**config.mk**
```make
export PLATFORM = sky130hd
export DESIGN_NAME = l1_rd_rsp_flat
export DESIGN_NICKNAME = d
export VERILOG_FILES = /design/src/rtl/l1_rd_rsp_if.sv /design/src/rtl/l1_rd_rsp.sv /design/src/flat_wrapper.sv
export SDC_FILE = /design/constraint.sdc
export NUM_CORES = 1
export LEC_CHECK = 0
export ABC_AREA = 0
export ABC_CLOCK_PERIOD_IN_PS = 6150
export CELL_PAD_IN_SITES_DETAIL_PLACEMENT = 1
export CELL_PAD_IN_SITES_GLOBAL_PLACEMENT = 2
export CORE_ASPECT_RATIO = 0.6
export CORE_MARGIN = 2
export CORE_UTILIZATION = 40
export DETAILED_ROUTE_END_ITERATION = 10
export GPL_TIMING_DRIVEN = 0
export PLACE_DENSITY = 0.82
export SLEW_MARGIN = 0
export SYNTH_ARGS = -nofsm -noshare
export SYNTH_HDL_FRONTEND = slang
export SYNTH_SLANG_ARGS = --single-unit
```
**constraint.sdc**
```tcl
create_clock -name clk -period 6.15 [get_ports clk]
set_input_delay 0.9225 -clock clk [delete_from_list [all_inputs] [get_ports clk]]
set_output_delay 0.9225 -clock clk [all_outputs]
set_load 0.01 [all_outputs]
```
**src/rtl/l1_rd_rsp_if.sv**
```systemverilog
// l1_rd_rsp_if: read-port request, BRAM and AFU response signals of one L1 read responder
interface l1_rd_rsp_if #(
  parameter int nstrms_width = 6,
  parameter int ptr_width = 1,
  parameter int data_width = 64
);
  logic i_addr_v;
  logic i_addr_r;
  logic [ptr_width-1:0] i_addr_ptr;
  logic [nstrms_width-1:0] i_addr_sid;
  logic o_bram_re;
  logic [nstrms_width+ptr_width-1:0] o_bram_addr;
  logic [data_width-1:0] i_bram_data;
  logic o_rd_v;
  logic o_rd_r;
  logic [data_width-1:0] o_rd_data;
  logic [nstrms_width-1:0] o_rd_sid;
  logic o_idle;
  modport slave (
    input i_addr_v, i_addr_ptr, i_addr_sid, i_bram_data, o_rd_r,
    output i_addr_r, o_bram_re, o_bram_addr, o_rd_v, o_rd_data, o_rd_sid, o_idle
  );
  modport master (
    output i_addr_v, i_addr_ptr, i_addr_sid, i_bram_data, o_rd_r,
    input i_addr_r, o_bram_re, o_bram_addr, o_rd_v, o_rd_data, o_rd_sid, o_idle
  );
endinterface

```
**src/rtl/l1_rd_rsp.sv**
```systemverilog
// l1_rd_rsp: issues L1 read requests to BRAM and returns latency-aligned data through a credit-limited FIFO
module l1_rd_rsp #(
  parameter int nstrms = 64,
  parameter int nstrms_width = $clog2(nstrms),
  parameter int ptr_width = 1,
  parameter int data_width = 64,
  parameter int bram_lat = 2,
  parameter int fifo_depth = 4,
  parameter int cnt_width = $clog2(fifo_depth + 1)
) (
  input logic clk,
  input logic reset,
  l1_rd_rsp_if.slave bus
);
  localparam int aw = fifo_depth > 1 ? $clog2(fifo_depth) : 1;
  localparam int ew = nstrms_width + data_width;
  logic [bram_lat-1:0] pipe_v;
  logic [bram_lat-1:0][nstrms_width-1:0] pipe_sid;
  logic [ew-1:0] mem [fifo_depth];
  logic [aw-1:0] wr_ptr, rd_ptr;
  logic [cnt_width-1:0] fifo_cnt;
  logic [cnt_width:0] inflight;
  logic acc, push, pop;
  function automatic logic [aw-1:0] nxt(input logic [aw-1:0] p);
    return p == aw'(fifo_depth - 1) ? '0 : p + 1'b1;
  endfunction
  always_comb begin
    inflight = '0;
    for (int i = 0; i < bram_lat; i++) inflight = inflight + (cnt_width + 1)'(pipe_v[i]);
  end
  // every read in the pipe already owns a FIFO slot, so returns can never be dropped
  assign bus.i_addr_r = ({1'b0, fifo_cnt} + inflight) < (cnt_width + 1)'(fifo_depth);
  assign acc = bus.i_addr_v & bus.i_addr_r;
  assign bus.o_bram_re = acc;
  assign bus.o_bram_addr = acc ? {bus.i_addr_sid, bus.i_addr_ptr} : '0;
  assign push = pipe_v[bram_lat-1];
  assign pop = bus.o_rd_v & bus.o_rd_r;
  assign bus.o_rd_v = fifo_cnt != '0;
  assign {bus.o_rd_sid, bus.o_rd_data} = mem[rd_ptr];
  assign bus.o_idle = ~|pipe_v & (fifo_cnt == '0);
  always_ff @(posedge clk or negedge reset)
    if (!reset) begin
      pipe_v <= '0;
      wr_ptr <= '0;
      rd_ptr <= '0;
      fifo_cnt <= '0;
    end else begin
      pipe_v <= bram_lat'({pipe_v, acc});
      wr_ptr <= push ? nxt(wr_ptr) : wr_ptr;
      rd_ptr <= pop ? nxt(rd_ptr) : rd_ptr;
      fifo_cnt <= fifo_cnt + cnt_width'(push) - cnt_width'(pop);
    end
  always_ff @(posedge clk) begin
    pipe_sid <= (bram_lat * nstrms_width)'({pipe_sid, bus.i_addr_sid});
    if (push) mem[wr_ptr] <= {pipe_sid[bram_lat-1], bus.i_bram_data};
  end
  assert property (@(posedge clk) disable iff (!reset)
    !(push && !pop && fifo_cnt == cnt_width'(fifo_depth)));
endmodule

```
**src/flat_wrapper.sv**
```systemverilog
// flat-port wrapper written by rule: the top's interface ports become plain ports
module l1_rd_rsp_flat 
#(
  parameter int nstrms = 64,
  parameter int nstrms_width = $clog2(nstrms),
  parameter int ptr_width = 1,
  parameter int data_width = 64,
  parameter int bram_lat = 2,
  parameter int fifo_depth = 4,
  parameter int cnt_width = $clog2(fifo_depth + 1)
)
  (clk, reset, bus_i_addr_v, bus_i_addr_ptr, bus_i_addr_sid, bus_i_bram_data, bus_o_rd_r, bus_i_addr_r, bus_o_bram_re, bus_o_bram_addr, bus_o_rd_v, bus_o_rd_data, bus_o_rd_sid, bus_o_idle);
  l1_rd_rsp_if #(.nstrms_width(nstrms_width), .ptr_width(ptr_width), .data_width(data_width)) bus_i ();
  input logic clk;
  input logic reset;
  input wire logic [$bits(bus_i.i_addr_v)-1:0] bus_i_addr_v;
  input wire logic [$bits(bus_i.i_addr_ptr)-1:0] bus_i_addr_ptr;
  input wire logic [$bits(bus_i.i_addr_sid)-1:0] bus_i_addr_sid;
  input wire logic [$bits(bus_i.i_bram_data)-1:0] bus_i_bram_data;
  input wire logic [$bits(bus_i.o_rd_r)-1:0] bus_o_rd_r;
  output wire logic [$bits(bus_i.i_addr_r)-1:0] bus_i_addr_r;
  output wire logic [$bits(bus_i.o_bram_re)-1:0] bus_o_bram_re;
  output wire logic [$bits(bus_i.o_bram_addr)-1:0] bus_o_bram_addr;
  output wire logic [$bits(bus_i.o_rd_v)-1:0] bus_o_rd_v;
  output wire logic [$bits(bus_i.o_rd_data)-1:0] bus_o_rd_data;
  output wire logic [$bits(bus_i.o_rd_sid)-1:0] bus_o_rd_sid;
  output wire logic [$bits(bus_i.o_idle)-1:0] bus_o_idle;
  assign bus_i.i_addr_v = bus_i_addr_v;
  assign bus_i.i_addr_ptr = bus_i_addr_ptr;
  assign bus_i.i_addr_sid = bus_i_addr_sid;
  assign bus_i.i_bram_data = bus_i_bram_data;
  assign bus_i.o_rd_r = bus_o_rd_r;
  assign bus_i_addr_r = bus_i.i_addr_r;
  assign bus_o_bram_re = bus_i.o_bram_re;
  assign bus_o_bram_addr = bus_i.o_bram_addr;
  assign bus_o_rd_v = bus_i.o_rd_v;
  assign bus_o_rd_data = bus_i.o_rd_data;
  assign bus_o_rd_sid = bus_i.o_rd_sid;
  assign bus_o_idle = bus_i.o_idle;
  l1_rd_rsp #(.nstrms(nstrms), .nstrms_width(nstrms_width), .ptr_width(ptr_width), .data_width(data_width), .bram_lat(bram_lat), .fifo_depth(fifo_depth), .cnt_width(cnt_width)) u_core (.clk(clk), .reset(reset), .bus(bus_i));
endmodule
```
* Word level (Yosys, flattened, before mapping)
Memories as Yosys holds them, arrays and structs flattened. Index checks and enable logic that the tools add are counted.
Cells by class: bitwise operators 3, add/subtract/negate cells 6, eq/ne operators 2, order comparisons 1, reductions and logical operators 4, multiplexer cells 5
Operators with widths (number):
- $mux 7 | 1
- $add 2x1->2 const B | 2
- $add 3x4->4 | 1
- $eq 2x2->1 const B | 2
- $lt 4x3->1 const B | 1
- $mux 2 | 2
- $add 3x1->3 | 1
- $and 1x1->1 | 3
- $logic_not 3->1 | 1
- $reduce_bool 3->1 | 1
- $sub 3x1->3 | 1
- $add 1x1->2 | 1
- $mux 1 | 2
- $reduce_or 2->1 | 1
- $logic_not 1->1 | 1
Word-level totals: bits in registers 21, memories 1, bits in writable memories 280, output and inout port bits 81
Memory list:
- u_core.mem | words 4, width 70, read ports 1, clocked after Yosys merged registers in 0, wr ports 1, line l1_rd_rsp.sv:19 | logic [ew-1:0] mem [fifo_depth];

* Depth between registers and ports, before layout
depth in word-level cells 5, gate-level depth with buffers 7

* Least setup slack after synthesis
No wires, ideal clock.
path kind register to register, start point reg u_core.wr_ptr[0], end point mem u_core.mem[2][0] (netlist bit), enable pin, stages on the path, launching flop included 4, path buffers 0, data required time 5.714 ns, clock period less this slack 2.689 ns, path slack 3.461 ns, arrival time 2.253 ns, cell sequence dfrtp_1 > inv_1 > ha_1 > and2_1
RTL lines:
- start, declared | line l1_rd_rsp.sv:20 | logic [aw-1:0] wr_ptr, rd_ptr;
- start signal, assigned | line l1_rd_rsp.sv:49 | wr_ptr <= push ? nxt(wr_ptr) : wr_ptr;
- end, declared | line l1_rd_rsp.sv:19
No word-level cell before the write port.

* Worst setup path after layout
start point reg u_core.pipe_v[1], end point out bus_o_bram_re
On the way: word-level cells in the longest chain between the ends 4
Ends and longest elaborated chain:
- start, declared | line l1_rd_rsp.sv:17 | logic [bram_lat-1:0] pipe_v;
- start signal, assigned | line l1_rd_rsp.sv:48 | pipe_v <= bram_lat'({pipe_v, acc});
- $add 1x1->2 | line l1_rd_rsp.sv:29 | for (int i = 0; i < bram_lat; i++) inflight = inflight + (cnt_width + 1)'(pipe_v[i]);
- $add 3x4->4 | line l1_rd_rsp.sv:32 | assign bus.i_addr_r = ({1'b0, fifo_cnt} + inflight) < (cnt_width + 1)'(fifo_depth);
- $lt 4x3->1 | line l1_rd_rsp.sv:32
- $and 1x1->1 | line l1_rd_rsp.sv:33 | assign acc = bus.i_addr_v & bus.i_addr_r;
- end, declared | line flat_wrapper.sv:22 | output wire logic [$bits(bus_i.o_bram_re)-1:0] bus_o_bram_re;
No other way between the ends.

==> flow_metrics.tcl <==
set metrics [dict create \
    end_kind "output port" \
    cts_setup_buffers 0 \
    outcome "finished, final reports clean" \
    drc 0 \
    regArea_um2 8870 \
    area_delta_synth_final_pct 27.9 \
    cts_tree "built" \
    drv_slew 0 \
    fin_crit_ns 3.97 \
    cts_buffers 28 \
    drive_gt1_share_pct 21.8 \
    total_power_mw 6.58 \
    port_buffers 155 \
    finalSetupTns_ns 0 \
    dieArea_um2 28900 \
    synth_area_um2 11000 \
    ys.flop_type "edfxtp_1" \
    clock_skew_ns 0.0147 \
    crit_path_start_kind "flop" \
    synth.distinct_cells 24 \
    final.period_utilization_pct 64.5 \
    root_buffer "clkbuf_16" \
    synth_common_cells "280 x edfxtp_1, 68 x mux4_2, 12 x dfxtp_1" \
    ir_worst_vdd_uv 305 \
    power_density_nw_per_um2 468 \
    vias_per_cell 5.04 \
    num_io_pins 156 \
    drt-total-wl_mm 23.0 \
    grt_pass1_wl_mm 35.3 \
    ys.warnings.count 0 \
    syn-num-nets 518 \
    avgSynthCellArea_um2 25.5 \
    yosysTopAreaCellShare_pct 76.4 \
    grt_max_degree 41 \
    clock.fmax_ghz 0.252 \
    max_stage_delay_ns 0.66 \
    synthTopCellsByArea "edfxtp_1 76%, mux4_2 14%, dfxtp_1 2.2%" \
    holdBufCountCts 0 \
    drtIter0Drc 270 \
    num_rows 46 \
    die_h_um 132 \
    p_leak_nw 4.62 \
    rrSetupSlack_ns 4.00 \
    core_area_um2 26700 \
    cts_buffer_depth 3 \
    insertion_delay_ns 0.54 \
    required_ns 5.23 \
    setup_viol 0 \
    netlist.top_cell.by_area "edfxtp_1" \
    track_usage_pct 16.4 \
    critical_path_class "flop to output port" \
    wl_per_cell_um 22.9 \
    diodes 0 \
    fin_util_pct 52.7 \
    hold_violations 0 \
    start_util_pct 41.2 \
    yosys.cell_count.top_type "edfxtp_1" \
    cts-resized-gates 0 \
    async_flop_share_pct 2.99 \
    grt_pass1_vias 5701 \
    slew_headroom_pct 47.4 \
    rsz0062_at_grt "false" \
    holdWs_ns 0.332 \
    max_cap_violations 0 \
    synth_cells 432 \
    crit_top_cell "ha_1" \
    worstHoldPathType "flop to flop" \
    crit_arrival_ns 3.05 \
    place.gp.congestion 0.746 \
    final_area_um2 14100 \
    cts.clk_slew.worst_paths_ns 0.06 \
    nFillCells 2344 \
    antenna_found_initial 1 \
    fp.dieW_um 218 \
    dr_total_vias 5057 \
    overflow 0 \
    firstDrtPassIters 4 \
    synth_edf_count 280 \
    placed_area_um2 13100 \
    post-dp-hpwl_mm 14.7 \
    cp_cell_sequence "ha_1, ha_1, a311oi_2, and2_1, clkdlybuf4s50_1" \
    multi_input_area_um2 1910 \
    nNetsFinal 707 \
    antenna_left 0 \
    crit_slowest_cell "a311oi_2" \
    path_max_fanout 10 \
    cts.sinks 301 \
    ys_ff_latch 301 \
    worst_pin_slew_ns 0.790 \
    cts_htree_levels 1 \
    ys_seq_area_share_pct 80.7 \
]
==> final cells by class <==
type / count / share of cell area [%]
Sequential cell: 301 / 63.1
Multi-Input combinational cell: 106 / 13.6
Timing Repair Buffer: 159 / 11.8
Clock buffer: 31 / 5.21
Tap cell: 360 / 3.20
Clock inverter: 21 / 1.50
Buffer: 16 / 1.35
Inverter: 9 / 0.240
==> flip-flops by register name (all words and copies together) (netlist names) <==
name,cells
u_core.mem,280
u_core.pipe_sid,12
u_core.fifo_cnt,3
u_core.pipe_v,2
u_core.rd_ptr,2
u_core.wr_ptr,2
==> power breakdown <==
group | internal [mW] | switching, mW
logic | 1.19 | 0.977
clock network | 1.03 | 0.740
registers | 2.56 | 0.0874
total | 4.78 | 1.80
==> metrics by stage <==
step                      setup WS [ns]  cells
after global routing               2.02   1003
final                              2.18   1003
after floorplan                    3.46    432
after detailed placement           2.75    951
after CTS                          2.14   1003
after global placement             2.14    947
==> per-layer routing <==
layer  part of all wire (%)  track usage, %  vias up
met5                      0               0        -
met4                    1.5            3.33        0
met3                    5.9            4.11       34
met2                     48            26.4      127
met1                     45            23.0     2688
li1                       -               -     2208
==> worst max-delay path: cells and delay by family (launching register included) <==
kind / cells / cell delay, ns
AOI/OAI and AO/OA: 1 / 0.66
adders and majority gates: 2 / 0.52
and+or+nand+nor: 1 / 0.29
DFF: 1 / 0.49
buffers and inverters: 1 / 0.56
==> kinds of logic after synthesis <==
| family | synth area share (%) |
|---|---|
| multiplexers | 14.6 |
| AO/OA/AOI/OAI | 0.296 |
| adder cells (fa/ha/maj) | 1.32 |
| buffers and inverters | 2.04 |
| AND/OR/NAND/NOR | 0.921 |
| XOR/XNOR | 0.159 |
| flip-flops | 80.7 |
==> cell usage in the layout (no fill, tap or decap), types with 3 or more instances in the layout <==
cell type,instances
edfxtp_1,280
clkdlybuf4s50_1,155
mux4_2,68
clkbuf_16,29
dfxtp_1,12
ha_1,10
inv_1,9
dfrtp_1,9
buf_12,7
buf_2,7
and3_1,7
clkinv_2,7
clkinvlp_4,5
clkinv_1,5
and2_4,4
bufinv_16,4
buf_16,4
clkbuf_1,3
==> final timing paths <==
path	from	to	depth (start not counted)
worst min register to register	u_core.pipe_sid[5]	u_core.pipe_sid[11]	0
max in group asynchronous	reset	u_core.wr_ptr[0]	1
worst max register to register	u_core.fifo_cnt[2]	u_core.fifo_cnt[2]	7
worst min-delay path	u_core.pipe_sid[5]	u_core.pipe_sid[11]	0
min in group asynchronous	reset	u_core.fifo_cnt[0]	1
worst max-delay path	u_core.pipe_v[1]	bus_o_bram_re	5
No activity file was read; power rests on OpenSTA's default activity.
